==> src/rtl/pipe_hazard_ctrl.sv <==
// pipe_hazard_ctrl
// Hazard and forwarding controller for a 5-stage MIPS pipeline. A shadow copy
// of the destination information of the instructions in EX and MEM is kept
// alongside the datapath. From it the block derives load-use stalls, branch
// squashes and registered EX-stage operand forwarding selects.
// The WB stage is not shadowed. The register file is write-through, so a
// producer in WB never needs a forward and nothing would ever read that entry.

module pipe_hazard_ctrl (
   input  logic        clk,
   input  logic        resetn,
   input  logic [31:0] id_ir,
   input  logic        ex_branch_taken,
   input  logic        ex_movz_cond,
   output logic        pc_wen,
   output logic        if_id_wen,
   output logic        if_id_flush,
   output logic        id_ex_bubble,
   output logic [1:0]  fwd_a,
   output logic [1:0]  fwd_b,
   output logic [15:0] stall_cnt,
   output logic [15:0] flush_cnt
);

   localparam logic [5:0]  OP_RTYPE   = 6'b000000;
   localparam logic [5:0]  OP_J       = 6'b000010;
   localparam logic [5:0]  OP_BEQ     = 6'b000100;
   localparam logic [5:0]  OP_LW      = 6'b100011;
   localparam logic [5:0]  OP_SW      = 6'b101011;
   localparam logic [10:0] MOVZ_TAIL  = 11'b00000_001010;

   localparam logic [1:0]  FWD_REGFILE = 2'b00;
   localparam logic [1:0]  FWD_EXMEM   = 2'b10;
   localparam logic [1:0]  FWD_MEMWB   = 2'b01;

   // Decoded fields of the instruction sitting in ID
   logic [4:0]  w_srcA;
   logic [4:0]  w_srcB;
   logic [4:0]  w_dst;
   logic        w_dstWen;
   logic        w_dstLoad;
   logic        w_dstMovz;

   // Shadow EX entry
   logic [4:0]  r_exDst;
   logic        r_exWen;
   logic        r_exIsLoad;
   logic        r_exIsMovz;

   // Shadow MEM entry; only dst and the resolved wen matter past EX
   logic [4:0]  r_memDst;
   logic        r_memWen;

   logic        w_exEffWen;
   logic        w_exHitA;
   logic        w_exHitB;
   logic        w_loadUse;
   logic        w_branch;
   logic [1:0]  w_fwdA;
   logic [1:0]  w_fwdB;

   logic [1:0]  r_fwdA;
   logic [1:0]  r_fwdB;
   logic [15:0] r_stallCnt;
   logic [15:0] r_flushCnt;

   // Register r0 is used as "no operand", so absent sources/destinations
   // decode to 0 and can never match a producer.
   always_comb begin
      w_srcA    = 5'd0;
      w_srcB    = 5'd0;
      w_dst     = 5'd0;
      w_dstWen  = 1'b0;
      w_dstLoad = 1'b0;
      w_dstMovz = 1'b0;
      case (id_ir[31:26])
         OP_LW: begin
            w_srcA    = id_ir[25:21];
            w_dst     = id_ir[20:16];
            w_dstWen  = 1'b1;
            w_dstLoad = 1'b1;
         end
         OP_SW, OP_BEQ: begin
            w_srcA = id_ir[25:21];
            w_srcB = id_ir[20:16];
         end
         OP_RTYPE: begin
            w_srcA    = id_ir[25:21];
            w_srcB    = id_ir[20:16];
            w_dst     = id_ir[15:11];
            w_dstWen  = 1'b1;
            w_dstMovz = (id_ir[10:0] == MOVZ_TAIL);
         end
         OP_J: begin
            w_srcA = 5'd0;
         end
         default: begin
            w_srcA = 5'd0;
         end
      endcase
   end

   // Producer matching against the EX entry and forward select generation.
   // A MOVZ in EX only counts as a writer when its condition holds this cycle.
   always_comb begin
      w_exEffWen = r_exIsMovz ? ex_movz_cond : r_exWen;
      w_exHitA   = (w_srcA != 5'd0) && (w_srcA == r_exDst);
      w_exHitB   = (w_srcB != 5'd0) && (w_srcB == r_exDst);
      w_loadUse  = r_exIsLoad && r_exWen && (w_exHitA || w_exHitB);

      w_fwdA = FWD_REGFILE;
      if (w_exHitA && w_exEffWen && !r_exIsLoad) begin
         w_fwdA = FWD_EXMEM;
      end else if ((w_srcA != 5'd0) && (w_srcA == r_memDst) && r_memWen) begin
         w_fwdA = FWD_MEMWB;
      end

      w_fwdB = FWD_REGFILE;
      if (w_exHitB && w_exEffWen && !r_exIsLoad) begin
         w_fwdB = FWD_EXMEM;
      end else if ((w_srcB != 5'd0) && (w_srcB == r_memDst) && r_memWen) begin
         w_fwdB = FWD_MEMWB;
      end
   end

   // Pipeline control; a taken branch squashes the stalled consumer anyway,
   // so it overrides a load-use stall. Held quiet while in reset.
   always_comb begin
      w_branch     = ex_branch_taken && resetn;
      pc_wen       = 1'b1;
      if_id_wen    = 1'b1;
      if_id_flush  = 1'b0;
      id_ex_bubble = 1'b0;
      if (w_branch) begin
         if_id_flush  = 1'b1;
         id_ex_bubble = 1'b1;
      end else if (w_loadUse) begin
         pc_wen       = 1'b0;
         if_id_wen    = 1'b0;
         id_ex_bubble = 1'b1;
      end
   end

   // Shadow pipeline shift; the MOVZ condition is resolved as it leaves EX
   always_ff @(posedge clk or negedge resetn) begin
      if (!resetn) begin
         r_exDst    <= 5'd0;
         r_exWen    <= 1'b0;
         r_exIsLoad <= 1'b0;
         r_exIsMovz <= 1'b0;
         r_memDst   <= 5'd0;
         r_memWen   <= 1'b0;
      end else begin
         if (id_ex_bubble) begin
            r_exDst    <= 5'd0;
            r_exWen    <= 1'b0;
            r_exIsLoad <= 1'b0;
            r_exIsMovz <= 1'b0;
         end else begin
            r_exDst    <= w_dst;
            r_exWen    <= w_dstWen;
            r_exIsLoad <= w_dstLoad;
            r_exIsMovz <= w_dstMovz;
         end
         r_memDst <= r_exDst;
         r_memWen <= w_exEffWen;
      end
   end

   // Forward selects travel with the instruction into EX; a bubble carries none
   always_ff @(posedge clk or negedge resetn) begin
      if (!resetn) begin
         r_fwdA <= FWD_REGFILE;
         r_fwdB <= FWD_REGFILE;
      end else if (id_ex_bubble) begin
         r_fwdA <= FWD_REGFILE;
         r_fwdB <= FWD_REGFILE;
      end else begin
         r_fwdA <= w_fwdA;
         r_fwdB <= w_fwdB;
      end
   end

   // Saturating event counters; a stall squashed by a branch is not counted
   always_ff @(posedge clk or negedge resetn) begin
      if (!resetn) begin
         r_stallCnt <= 16'd0;
         r_flushCnt <= 16'd0;
      end else begin
         if (w_loadUse && !w_branch && (r_stallCnt != 16'hFFFF)) begin
            r_stallCnt <= r_stallCnt + 16'd1;
         end
         if (w_branch && (r_flushCnt != 16'hFFFF)) begin
            r_flushCnt <= r_flushCnt + 16'd1;
         end
      end
   end

   assign fwd_a     = r_fwdA;
   assign fwd_b     = r_fwdB;
   assign stall_cnt = r_stallCnt;
   assign flush_cnt = r_flushCnt;

endmodule

==> config.mk <==
export PLATFORM = sky130hd
export DESIGN_NAME = pipe_hazard_ctrl
export DESIGN_NICKNAME = d
export VERILOG_FILES = /design/src/rtl/pipe_hazard_ctrl.sv
export SDC_FILE = /design/constraint.sdc
export NUM_CORES = 1
export LEC_CHECK = 0
export ABC_AREA = 1
export CAP_MARGIN = 40
export CORE_UTILIZATION = 44
export DETAILED_ROUTE_END_ITERATION = 7
export GPL_TIMING_DRIVEN = 1
export MAX_ROUTING_LAYER = met4
export PLACE_DENSITY = 0.73
export SLEW_MARGIN = 5
export SYNTH_ARGS = -nofsm -noshare
export SYNTH_HDL_FRONTEND = slang
export SYNTH_SLANG_ARGS = --single-unit
==> constraint.sdc <==
create_clock -name clk -period 2 [get_ports clk]
set_input_delay 0.4 -clock clk [delete_from_list [all_inputs] [get_ports clk]]
set_output_delay 0.4 -clock clk [all_outputs]
set_load 0.02 [all_outputs]
==> results of run 1 <==
## state kept, by name (all words and copies together), names as in the netlist
| name | cells |
|---|---|
| r_exIsLoad | 1 |
| fwd_b | 2 |
| r_memWen | 1 |
| r_exDst | 5 |
| fwd_a | 2 |
| r_exIsMovz | 1 |
| r_exWen | 1 |
| stall_cnt | 16 |
| r_memDst | 5 |
| flush_cnt | 16 |
## area by class of cell
cell class,instances,area (sq um),area share
multi-input cells,280,1600,0.356
clock inverters,3,43.8,0.00974
repair buffers,140,1250,0.278
flip-flops and latches,50,1250,0.279
clock buffers,5,68.8,0.0153
well taps,77,96.3,0.0214
inverters,48,183,0.0406
## worst max-delay path by stage
stage	startpoint	end	slack [ns]	depth (start not counted)
after global placement	id_ir[31]	if_id_wen	-1.16	15
after global routing	id_ir[26]	pc_wen	-0.44	16
final	id_ir[26]	pc_wen	-0.32	15
after CTS	id_ir[31]	pc_wen	-0.25	17
after detailed placement	id_ir[31]	id_ex_bubble	-1.22	14
after floorplan	id_ir[27]	pc_wen	-0.05	14
## worst register-to-register path: cells and delay by family, from the launching register on
family	cells	cell delay, ns
flip-flops	1	0.45
AND/OR/NAND/NOR	9	0.64
buffers and inverters	8	0.97
## power breakdown
part	switching [W]	leakage (nW)	internal, W
logic	0.000362	1.51	0.000349
clock network	0.000375	0.0585	0.000376
registers	0.0000943	0.659	0.00110
## logic make-up after synthesis
kind of cell	Yosys count	synth area share
AO/OA/AOI/OAI	17	0.0362
flip-flops	50	0.431
XOR/XNOR	32	0.0966
AND/OR/NAND/NOR	227	0.350
buffers and inverters	53	0.0768
adder cells (fa/ha/maj)	2	0.00863
## placed cells by master, fill, tap and decap left out, types with 2 or more instances in the layout
cell type,instances
inv_1,42
clkbuf_8,5
inv_2,5
dlygate4sd2_1,5
nand2_2,26
buf_8,2
buf_6,5
nor3_1,9
buf_2,2
nor4_1,5
ha_1,2
buf_4,65
nand2_4,4
xor2_1,24
xnor2_1,8
nand3_4,3
nand3_2,2
nand2_1,96
nand4_1,14
a21oi_1,3
dfrtp_2,2
o21ai_0,6
dfrtp_1,48
clkdlybuf4s50_1,60
nor2_4,8
nor2_2,5
nand3_1,27
a22oi_1,4
nor2_1,28
## what timing repair did
item	CTS	global route
endpoints found under the setup margin	32	32
resized for setup	60	33
buffers inserted	13	6
pin swaps	13	16
gates cloned	2	0
endpoints found under the hold margin	0	0
## stage by stage
step / instance area, sq um / setup WS, ns / std cells / power [W] / util
CTS: 4360 / -0.252 / 597 / 0.00263 / 0.686
detailed placement: 4110 / -1.22 / 574 / 0.00186 / 0.648
global placement: 4110 / -1.16 / 574 / 0.00184 / 0.648
global route: 4500 / -0.438 / 603 / 0.00278 / 0.708
floorplan: 2960 / -0.0485 / 381 / 0.00150 / -
finish: 4500 / -0.315 / 603 / 0.00265 / 0.708
## metal layers
| layer | track usage | wire length (um) | vias to the layer above |
|---|---|---|---|
| met5 | - | 0 | - |
| met4 | 0.0580 | 99 | 0 |
| met3 | 0.0427 | 396 | 11 |
| met2 | 0.429 | 4220 | 74 |
| met1 | 0.292 | 3360 | 1425 |
| li1 | - | - | 1504 |
==> summary.md, run 1 <==
| Metric | Value |
|---|---|
| Buf+Inv Stages, Crit Path | `5` |
| Drt first-iter violations | `162` |
| Number of sinks on the clock net | `50` |
| Slowest cell delay on critical path | `0.14 ns` |
| Vias post-DR | `3014` |
| GRT Total Usage | `0.244` |
| Startpoint type of the worst setup path | `primary input` |
| Largest delay contributor family on the critical path | `simple AND/OR/NAND/NOR gates` |
| Number of hold buffers added after CTS | `0` |
| Per-instance average area after synthesis | `7.61 sq um` |
| Critical path type | `primary input to primary output` |
| Leakage component of the power | `2.23 nW` |
| Period utilisation layout | `1.16` |
| Number of antenna violations at the first check in global routing | `0` |
| Critical-path maximum fanout | `5` |
| Hold_ws | `0.213 ns` |
| Flop and latch count out of synthesis | `50` |
| Total setup violations reported at the end of the flow | `18` |
| Worst-path cell chain | `buf_4, nor2_4, nand3_4, nand2_4, nand2_2, buf_4, nand3_1, nand2_2, inv_2, nand2_1, nand2_1, nand2_2, nor2_2, inv_2, buf_6` |
| Slack of the worst reg-to-reg path | `-0.17 ns` |
| Final hold vios | `0` |
| Measured slew at the worst slew-check pin | `0.635 ns` |
| Post-route DRC violation count | `0` |
| Quantity of I/O buffers inserted on ports | `75` |
| Starting Density | `0.457` |
| Synthesis warning total | `0` |
| CP endpoint kind | `primary output` |
| Latest clock arrival within the worst-skew pair | `0.32 ns` |
| Library cells used by synthesis | `27` |
| Most repeated cell in the gate-level netlist after synthesis | `nand2_1` |
| Outcome | `finished, violations left` |
| Capturing point of the worst reg2reg path | `stall_cnt[3]` |
| Most used flip-flop cell after synthesis | `dfrtp_1` |
| Top-level port count | `76` |
| Ranking of synthesized cells by instance count | `115 x nand2_1, 50 x dfrtp_1, 46 x inv_1` |
| Number of antenna repair diodes | `0` |
| Num rows | `29` |
| Power per standard cell area | `590 mW/mm^2` |
| Final RePlAce weighted congestion | `0.898` |
| Data arrival at the endpoint of the critical path | `1.92 ns` |
| Number of filler instances in the final layout | `497` |
| Area Growth Syn to Fin | `55.0%` |
| Worst Slack Setup Final | `-0.315 ns` |
| Largest buffer count on any clock path | `2` |
| Remaining number of nets flagged by the antenna check after routing | `0` |
| Clock-pin slew on the worst setup and hold paths | `0.10 ns` |
| Failing checks | `setup timing` |
| Sequential area share after synthesis | `0.431` |
| Worst Reg2Reg Path Length in Cells | `17` |
| Maximum clock rate | `0.432 GHz` |
| Max-slew violation count | `0` |
| Worst-case clock skew | `0.0100 ns` |
| Fraction of layout cells with a size suffix above 1 | `0.270` |
| Nets in the synthesized netlist | `419` |
| Crit-path slowest cell | `nand3_4` |
| Post-synth ARST share | `1.00` |
| RSZ-0062 raised after global routing | `true` |
| Worst-case headroom to the max-slew limit | `0.577` |
| GRT Residual Overflow | `0` |
| Final routed wirelength across all metal layers | `8070 um` |
| Yosys top cell area share | `0.431` |
| Num CTS Buffers | `5` |
| Post-route setup TNS | `-4.54 ns` |
| Die W | `83.2 um` |
| Die boundary height | `83.2 um` |
| Die Outline Area | `0.00692 sq mm` |
| CTS tree | `done` |
| Most frequent cell on the critical path | `nand2_2` |
| Number of enable flip-flop cells after synthesis | `0` |
| Cell types with the largest area share after synthesis | `dfrtp_1 43%, nand2_1 15%, xor2_1 7.2%` |
| Max-cap violations | `0` |
| Number of detailed-routing iterations run before antenna repair | `4` |
| Final #Nets | `563` |
| Post-detail-place hpwl | `5700 um` |
| Worst-case vdd ir drop | `0.685 mV` |
| Root buf cell | `clkbuf_8` |
| Largest area contributor in the netlist | `dfrtp_1` |
| Core ar. | `0.00635 sq mm` |
| Wire per inst | `13.4 um` |
| Maximum number of pins on one net before global-route repair | `51` |
| Number of global-route vias before repair | `2945` |
| Synthesized area | `0.00290 sq mm` |
| Synthesized instance count | `381` |
| FF-to-FF Start | `r_exDst[0]` |
| First-pass GRT wire length | `13200 um` |
| Per-cell via count in the routed design | `5.00` |
| Min cycle time layout | `2.32 ns` |
| Path class of the lowest-slack min-delay path | `primary input to async pin` |
| CP Data Required Time | `1.60 ns` |
| Number of H-tree levels | `2` |
Power figures use the tool's default switching activity.
==> run 2, diff against run 1 <==
- CORE_UTILIZATION: 44 -> 53
- PLACE_DENSITY: 0.73 -> 0.83
- clock period: 2 -> 2.9 ns (I/O delays scaled with it)
==> run 2 against run 1 <==
Against the previous run: the flow now finishes without violations; via count rose by 1.9%; power fell by 33%; non-clock buffer count fell by 26; first-iteration DRC count rose by 70%; critical path depth rose by 8; sequential share of layout area rose by 2.0 points; worst hold slack improved by 0.20 ns; routed wire length rose by 2.7%; worst setup slack improved by 0.38 ns; sequential power fell by 31%; flip-flop and latch count did not move; die area fell by 17%; largest cell class unchanged.
==> summary.md, run 2 (synthesis gave the netlist of run 1 again) <==
| Metric | Value |
|---|---|
| Outcome | `finished clean` |
| Top-level port count | `76` |
| Number of detailed-routing iterations run before antenna repair | `5` |
| Slowest cell delay on critical path | `0.17 ns` |
| Largest buffer count on any clock path | `2` |
| Vias post-DR | `3070` |
| Wire per inst | `14.6 um` |
| Power per standard cell area | `424 mW/mm^2` |
| Worst-case clock skew | `0.00907 ns` |
| Die boundary height | `76.0 um` |
| GRT Total Usage | `0.309` |
| Die W | `76.0 um` |
| Final #Nets | `536` |
| Buf+Inv Stages, Crit Path | `12` |
| Worst-path cell chain | `buf_4, inv_2, nor2_4, nand3_4, nand2_8, nand2_4, nand2_2, nand2_2, nor2_1, nand4_1, buf_4, buf_4, buf_4, buf_4, buf_4, buf_4, buf_4, buf_4, buf_4, inv_2, nand2_2, nand2_1, nor2_1` |
| Final cell utilization of the core | `0.811` |
| Period utilisation layout | `0.978` |
| Measured slew at the worst slew-check pin | `0.632 ns` |
| Leakage component of the power | `2.11 nW` |
| Hold_ws | `0.412 ns` |
| Number of antenna violations at the first check in global routing | `0` |
| Met2 capacity usage during global routing | `0.522` |
| Number of cells on the critical path | `23` |
| Critical-path maximum fanout | `7` |
| Commonest cells after routing, fill and taps aside | `109 x nand2_1, 60 x clkdlybuf4s50_1, 50 x dfrtp_1` |
| Slack of the worst reg-to-reg path | `0.39 ns` |
| Critical path type | `primary input to flip-flop` |
| Root buf cell | `clkbuf_8` |
| Remaining number of nets flagged by the antenna check after routing | `0` |
| Post-detail-place hpwl | `5510 um` |
| Worst-case vdd ir drop | `0.422 mV` |
| Data arrival at the endpoint of the critical path | `3.04 ns` |
| Post-route DRC violation count | `0` |
| FF-to-FF Start | `r_exDst[3]` |
| Leading cell type in the layout, fill and taps excluded | `nand2_1` |
| First-pass GRT wire length | `13700 um` |
| Number of global-route vias before repair | `2949` |
| Max-slew violation count | `0` |
| Maximum number of pins on one net before global-route repair | `51` |
| Number of H-tree levels | `2` |
| Min cycle time layout | `2.84 ns` |
| Fraction of met3 tracks used by global routing | `0.0539` |
| Number of antenna repair diodes | `0` |
| Core ar. | `0.00517 sq mm` |
| Starting Density | `0.561` |
| Final RePlAce weighted congestion | `0.933` |
| CTS tree | `done` |
| Maximum clock rate | `0.352 GHz` |
| GRT Residual Overflow | `0` |
| CP Data Required Time | `3.10 ns` |
| Largest delay contributor family on the critical path | `buffers and inverters` |
| Number of hold buffers added after CTS | `0` |
| Path class of the lowest-slack min-delay path | `primary input to async pin` |
| Global routing usage on met1 | `0.367` |
| Most frequent cell on the critical path | `buf_4` |
| Worst-case headroom to the max-slew limit | `0.579` |
| Busiest metal layer after global routing | `met2` |
| Startpoint type of the worst setup path | `primary input` |
| Max-cap violations | `0` |
| Capturing point of the worst reg2reg path | `fwd_a[0]` |
| Area Growth Syn to Fin | `44.6%` |
| Crit-path slowest cell | `buf_4` |
| Drt first-iter violations | `276` |
| Number of sinks on the clock net | `50` |
| Clock-pin slew on the worst setup and hold paths | `0.09 ns` |
| Latest clock arrival within the worst-skew pair | `0.31 ns` |
| Final hold vios | `0` |
| CP endpoint kind | `flip-flop` |
| Final routed wirelength across all metal layers | `8290 um` |
| Worst Reg2Reg Path Length in Cells | `18` |
| Num rows | `26` |
| Per-cell via count in the routed design | `5.40` |
| Quantity of I/O buffers inserted on ports | `75` |
| Fraction of layout cells with a size suffix above 1 | `0.185` |
| Num CTS Buffers | `5` |
| Total setup violations reported at the end of the flow | `0` |
| Total power | `0.00178 W` |
| Die Outline Area | `0.00577 sq mm` |
-- run 2: cell type report --
cell class / count / area [sq um]
clock inverters: 2 / 38.8
multi-input cells: 279 / 1540
fillers: 310 / 980
inverters: 48 / 183
well taps: 70 / 87.6
repair buffers: 114 / 1020
flip-flops and latches: 50 / 1250
clock buffers: 5 / 68.8
-- run 2: metal layers --
layer / part of all wire / vias to the layer above
met5: 0 / -
li1: - / 1443
met2: 0.50 / 136
met3: 0.054 / 32
met4: 0.040 / 0
met1: 0.40 / 1459
-- run 2: worst max-delay path by stage --
stage | from | endpoint | slack, ns
after floorplan | id_ir[27] | pc_wen | 0.31
after global placement | id_ir[31] | id_ex_bubble | -0.58
after detailed placement | id_ir[29] | id_ex_bubble | -0.66
after CTS | id_ir[29] | fwd_a[0] | 0.07
after global routing | id_ir[19] | if_id_wen | -0.07
final | id_ir[31] | fwd_a[0] | 0.06
-- run 2: report_power, final --
| group | internal [W] | switching, W |
|---|---|---|
| registers | 0.000755 | 0.0000699 |
| logic | 0.000221 | 0.000243 |
| clock network | 0.000254 | 0.000234 |
| total | 0.00123 | 0.000547 |
-- run 2: what timing repair did --
item	4_1_cts	5_1_grt
pin swaps	7	14
endpoints found under the setup margin	3	5
cloned	1	0
buffers inserted	13	1
gates resized for setup	31	38
-- run 2: worst register-to-register path: stages, from the launching register on --
cell	delay, ns
dfrtp_1	0.44
inv_1	0.08
nand3_1	0.10
nand2_2	0.06
nor2_1	0.13
nand4_1	0.16
buf_4	0.17
buf_4	0.12
buf_4	0.14
buf_4	0.14
buf_4	0.13
buf_4	0.13
buf_4	0.12
buf_4	0.12
buf_4	0.12
inv_2	0.05
nand2_2	0.06
nand2_1	0.08
nor2_1	0.04
-- run 2: through the flow --
step	setup TNS (ns)	worst slack, ns	area (sq um)	instances
after floorplan	0	0.305	2900	381
after CTS	0	0.0666	4130	567
after global routing	-0.217	-0.0671	4190	568
after global placement	-1.66	-0.576	3890	546
final	0	0.0630	4190	568
after detailed placement	-2.73	-0.664	3890	546
